File: config.mk
export PLATFORM = sky130hd
export DESIGN_NAME = fma_mul_resp
export DESIGN_NICKNAME = d
export VERILOG_FILES = /design/src/rtl/fma_mul_resp.sv
export SDC_FILE = /design/constraint.sdc
export NUM_CORES = 2
export LEC_CHECK = 0
export BUFFER_PORTS_ARGS = -buffer_cell sky130_fd_sc_hd__buf_4
export CAP_MARGIN = 15
export CORE_MARGIN = 3
export CORE_UTILIZATION = 57
export DETAILED_ROUTE_END_ITERATION = 10
export PLACE_DENSITY = 0.74
export RECOVER_POWER = 50
export SLEW_MARGIN = 20
export SYNTH_ARGS = -nofsm -noshare
export SYNTH_HDL_FRONTEND = slang
export SYNTH_SLANG_ARGS = --single-unit
export TNS_END_PERCENT = 30
File: constraint.sdc
create_clock -name clk -period 7.02 [get_ports clk]
set_clock_uncertainty 0.05 [all_clocks]
set_input_delay 0.702 -clock clk [delete_from_list [all_inputs] [get_ports clk]]
set_output_delay 0.702 -clock clk [all_outputs]
set_load 0.02 [all_outputs]
File: src/rtl/fma_mul_resp.sv
// fma_mul_resp: 27x27 unsigned mantissa multiplier responder, stallable 2-stage pipeline.
// Define FMA_MUL_RESP_OREG_EN to add an output register stage (latency 3).
module fma_mul_resp #(
    parameter int AW    = 27,
    parameter int BW    = 27,
    parameter int SPLIT = 14
) (
    input  logic             clk,
    input  logic             reset,
    input  logic             en,
    input  logic             req,
    input  logic [AW-1:0]    req_in_1,
    input  logic [BW-1:0]    req_in_2,
    output logic [AW+BW-1:0] out,
    output logic             vld
);

    localparam int PW = AW + BW;
    localparam int LW = AW + SPLIT;
    localparam int HW = AW + BW - SPLIT;

    logic [LW-1:0] plo_q, plo_d;
    logic [HW-1:0] phi_q, phi_d;
    logic          va_q, va_d;
    logic [PW-1:0] out_b_q, out_b_d;
    logic          vld_b_q, vld_b_d;

    always_comb begin
        plo_d   = plo_q;
        phi_d   = phi_q;
        va_d    = va_q;
        out_b_d = out_b_q;
        vld_b_d = vld_b_q;
        if (en) begin
            plo_d   = LW'(req_in_1) * LW'(req_in_2[SPLIT-1:0]);
            phi_d   = HW'(req_in_1) * HW'(req_in_2[BW-1:SPLIT]);
            va_d    = req;
            // Recombine the two partial products at the split point
            out_b_d = PW'(plo_q) + (PW'(phi_q) << SPLIT);
            vld_b_d = va_q;
        end
    end

    always_ff @(posedge clk) begin
        if (reset) begin
            plo_q   <= '0;
            phi_q   <= '0;
            va_q    <= 1'b0;
            out_b_q <= '0;
            vld_b_q <= 1'b0;
        end else begin
            plo_q   <= plo_d;
            phi_q   <= phi_d;
            va_q    <= va_d;
            out_b_q <= out_b_d;
            vld_b_q <= vld_b_d;
        end
    end

`ifdef FMA_MUL_RESP_OREG_EN
    logic [PW-1:0] out_c_q, out_c_d;
    logic          vld_c_q, vld_c_d;

    always_comb begin
        out_c_d = out_c_q;
        vld_c_d = vld_c_q;
        if (en) begin
            out_c_d = out_b_q;
            vld_c_d = vld_b_q;
        end
    end

    always_ff @(posedge clk) begin
        if (reset) begin
            out_c_q <= '0;
            vld_c_q <= 1'b0;
        end else begin
            out_c_q <= out_c_d;
            vld_c_q <= vld_c_d;
        end
    end

    assign out = out_c_q;
    assign vld = vld_c_q;
`else
    assign out = out_b_q;
    assign vld = vld_b_q;
`endif

endmodule

# Word-level counts from Yosys, hierarchy flattened
# Index checks and enable logic that the tools add are counted.
[totals]
out_inout_bits = 55
rom_bits = 0
elab_cells = 8
register_bits = 137
mem_count = 0
ram_bits = 0
latchBits = 0
[op_classes]
shift = 0
n_reduce_logical = 0
div_mod_pow = 0
n_mux = 0
n_eq_ne = 0
mul = 2
n_bitwise = 0
magnitude_cmp = 0
n_addsub = 1
[ops]
columns = ["operator", "n"]
rows = [
  ["41-bit by 54-bit adder with 54-bit output", 1],
  ["27-bit by 14-bit multiplier with 41-bit output", 1],
  ["27-bit by 13-bit multiplier with 40-bit output", 1],
]

# Logic depth before layout (Yosys ltp)
[logic_depth]
ltp_word = 1
depth_mapped = 25
ltp_nobuf = 23

# Worst setup path after synthesis
# OpenSTA, ideal clock, no wires.
[synth_timing]
path_type = "input-to-reg"
start = "input port req_in_2[5]"
end = "register plo_q[40]"
stages = 22
path_slack_ns = 0.549
path_buffers = 2
setup_ns = 0.086
required_ns = 6.884
arrival_ns = 6.335
cell_sequence = "clkbuf_1 > clkbuf_1 > nand2_1 > fa_1 > fa_1 > inv_1 > fa_1 > fa_1 > fa_1 > inv_1 > fa_1 > inv_1 > ha_1 > a21oi_1 > nand2_1 > a21oi_1 > a31oi_1 > a221o_1 > a21oi_1 > o21ai_0 > xnor2_1 > a211oi_1"
[synth_between]
elab_chain_cells = 1
[synth_rtl]
columns = ["element", "line", "source"]
rows = [
  ["start: declaration", "13", "input logic [BW-1:0] req_in_2,"],
  ["27-bit by 14-bit multiplier with 41-bit output", "35", "plo_d = LW'(req_in_1) * LW'(req_in_2[SPLIT-1:0]);"],
  ["end signal: assignment", "52", "plo_q <= plo_d;"],
  ["end: declaration", "22", "logic [LW-1:0] plo_q, plo_d;"],
]
# No other way between the ends.
# A chain may end at the register's enable or synchronous reset.

# Worst setup path after layout
[layout_timing]
start = "input port req_in_1[7]"
end = "register plo_q[40]"
[layout_between]
elab_chain_cells = 1
[layout_rtl]
columns = ["element", "line", "source"]
rows = [
  ["start: declaration", "12", "input logic [AW-1:0] req_in_1,"],
  ["27-bit by 14-bit multiplier with 41-bit output", "35", ""],
]
# No other way between the ends.

==> impl_metrics.yaml <==
status:
  status: "finished, violations left"
  failed_checks: "max-capacitance violations, max-slew violations"
synthesis:
  synth_edf_count: 0
  synth_top_area_frac: 0.3879
  synth_ff_type: "dfxtp_1"
  synthCells: 3473
  syn_avg_cell_area_sq_um: 8.515
  synth_seq_cells: 137
  synth_commonest_cells: "inv_1, fa_1, nand2_1, and2_1, ha_1"
  seq_area_frac_synth: 0.09274
  yosysMostFrequentCell: "inv_1"
  synthArstFlopShare: 0
  synth_cell_types: 79
  synth_area_sq_um: 29570
  synth_warnings: 0
  synth_top_cell_by_area: "fa_1"
  syn_nets: 4321
  synth.area.top_cells: "fa_1, dfxtp_1, ha_1"
global_routing:
  grt_pass1_wl_microns: 124000
  grt_pass1_vias: 24028
  grt_overflow: 0
  antenna_found_initial: 0
  grt_max_degree: 67
  grtUsageTotal: 0.2861
critical_path:
  endpoint_kind: "register"
  crit_cells: 22
  path_common_cell: "fa_1"
  cp_slowest_cell: "fa_1"
  cp_top_family: "adder cells"
  worstPathMaxFanout: 20
  reg2regPathDepth: 10
  cp.required_ns: 7.16
  slowest_delay_ns: 0.55
  cp.arrival_ns: 6.67
  worst-path-buf-inv: 5
  start_kind: "primary input"
  crit_chain: "buf_4 > buf_4 > nand2_1 > fa_1 > fa_1 > inv_1 > fa_1 > fa_1 > fa_1 > inv_1 > fa_1 > inv_1 > ha_1 > a21oi_1 > nand2_1 > a21oi_1 > a31oi_1 > a221o_1 > a21oi_1 > o21ai_0 > xnor2_1 > a211oi_1"
  crit_type: "in2reg"
place:
  gp_congestion: 0.9138
  place_area_sq_um: 30720
  dp.cells: 4085
  portBuffers: 112
  dp_hpwl_microns: 60780
clock_network:
  h-tree-depth: 4
  ctsHoldBuffers: 0
  postCtsSetupRepairBufs: 0
  cts_resized: 0
  clkSlewWorstSetupHoldPaths_ns: 0.06
  cts_max_path_buffers: 2
  cts_tree: "yes"
  cts_num_sinks: 137
  clock_latency_ns: 0.43
  root_buffer: "clkbuf_16"
  cts_buffers: 17
flow_run:
  cap_violations: 3
drt:
  via_count: 23134
  routedWlPerCell_microns: 18.17
  drc: 0
  ant_nets: 0
  drt_iter0_markers: 1689
  vias_per_cell: 5.623
  wl_microns: 74760
  dr.pass1.iters: 6
timing:
  slew_headroom: -0.8209
  tns_ns: 0
  hold_violations: 0
  worstMarginPinSlew_ns: 2.731
  final_max_slew_viol_count: 166
  rsz0062_at_grt: "no"
  whs_ns: 0.4063
  fmax_mhz: 153.2
  setup_viol: 0
  finalCritPeriodShare: 0.9297
  fin_crit_ns: 6.526
finish:
  final_cell_count_no_fill: 4114
  area.growth.synth_to_final_pct: 4.967
  regArea_sq_um: 2743
  nets: 4280
  multi_input_area_sq_um: 23750
  fin_area_sq_um: 31040
  nFillCells: 4517
  layout-drive-gt1-share: 0.03980
  n_antenna_cell: 0
floorplan:
  die_area_sq_um: 54650
  ios: 113
  fp.dieW_microns: 233.8
  core_sq_um: 50680
  start_util: 0.5835
  die_y_microns: 233.8
  std_cell_rows: 82
worst_hold_path:
  hold_class: "reg2reg"
  hold_depth: 2
-- final timing paths --
path                             startpoint         to  slack (ns)
worst max register to register    plo_q[18]    out[49]        3.72
worst min register to register      out[37]    out[37]        0.41
worst min-delay path                out[37]    out[37]        0.41
worst max-delay path            req_in_1[7]  plo_q[40]        0.49
-- metrics by stage --
stage	setup slack [ns]	utilization
5_1_grt	0.1653	0.6125
3_3_place_gp	0.2365	0.6062
6_report	0.4937	0.6125
3_5_place_dp	0.1432	0.6062
2_1_floorplan	0.5495	-
4_1_cts	0.5759	0.6167
-- cell type report --
cell class | instances | area share
inverters | 613 | 0.07412
well taps | 672 | 0.02709
clock inverters | 8 | 0.002418
repair buffers | 145 | 0.02809
flip-flops and latches | 137 | 0.08835
multi-input cells | 2518 | 0.7651
clock buffers | 21 | 0.01483
-- cell families after synthesis --
kind of cell | after synthesis | share of synthesized area
AO/OA/AOI/OAI | 409 | 0.09130
flip-flops | 137 | 0.09274
adder cells (fa/ha/maj) | 790 | 0.4797
XOR/XNOR | 87 | 0.02577
multiplexers | 68 | 0.02306
AND/OR/NAND/NOR | 1164 | 0.1832
buffers and inverters | 818 | 0.1042
-- per-layer routing --
metal  vias up  global-route usage  share of wire
met2       687              0.4854           0.49
li1      10576                   -              -
met4         0              0.1393          0.055
met3       171             0.03936          0.053
met5         -                   0              0
met1     11700              0.3622           0.40
-- worst reg2reg max path, stage by stage (launching register included) --
cell and delay [ns]:
dfxtp_1 0.33, ha_1 0.38, a21o_1 0.18, a31oi_1 0.07
a21boi_2 0.26, a221oi_4 0.13, o31ai_4 0.40, a31oi_4 0.16
a21oi_2 0.61, mux2_2 0.42, nor4_2 0.22
-- cells in the final DEF (no fill, tap or decap), drive strengths merged, types with 4 or more instances in the layout --
| master | count |
|---|---|
| nand2b | 7 |
| buf | 87 |
| dfxtp | 137 |
| a22oi | 6 |
| or3 | 9 |
| and2 | 298 |
| inv | 612 |
| and3 | 11 |
| mux2i | 67 |
| nor2b | 14 |
| nor3 | 26 |
| clkbuf | 79 |
| a31oi | 20 |
| a211o | 5 |
| a21oi | 128 |
| o31ai | 18 |
| fa | 573 |
| ha | 217 |
| o21bai | 15 |
| nor2 | 172 |
| nand3 | 24 |
| a21boi | 5 |
| nor4 | 6 |
| xnor2 | 56 |
| clkinvlp | 4 |
| clkinv | 4 |
| nand2 | 560 |
| o21a | 10 |
| a211oi | 16 |
| nand4 | 26 |
| xor2 | 31 |
| a21o | 54 |
| o21ai | 87 |
-- registers in the layout, summed over array words and instances (netlist names) --
| register | count |
|---|---|
| out | 54 |
| va_q | 1 |
| vld | 1 |
| plo_q | 41 |
| phi_q | 40 |
Power is not shown: default switching activity piles up to over one toggle a cycle in this logic, so the estimate is an artifact.
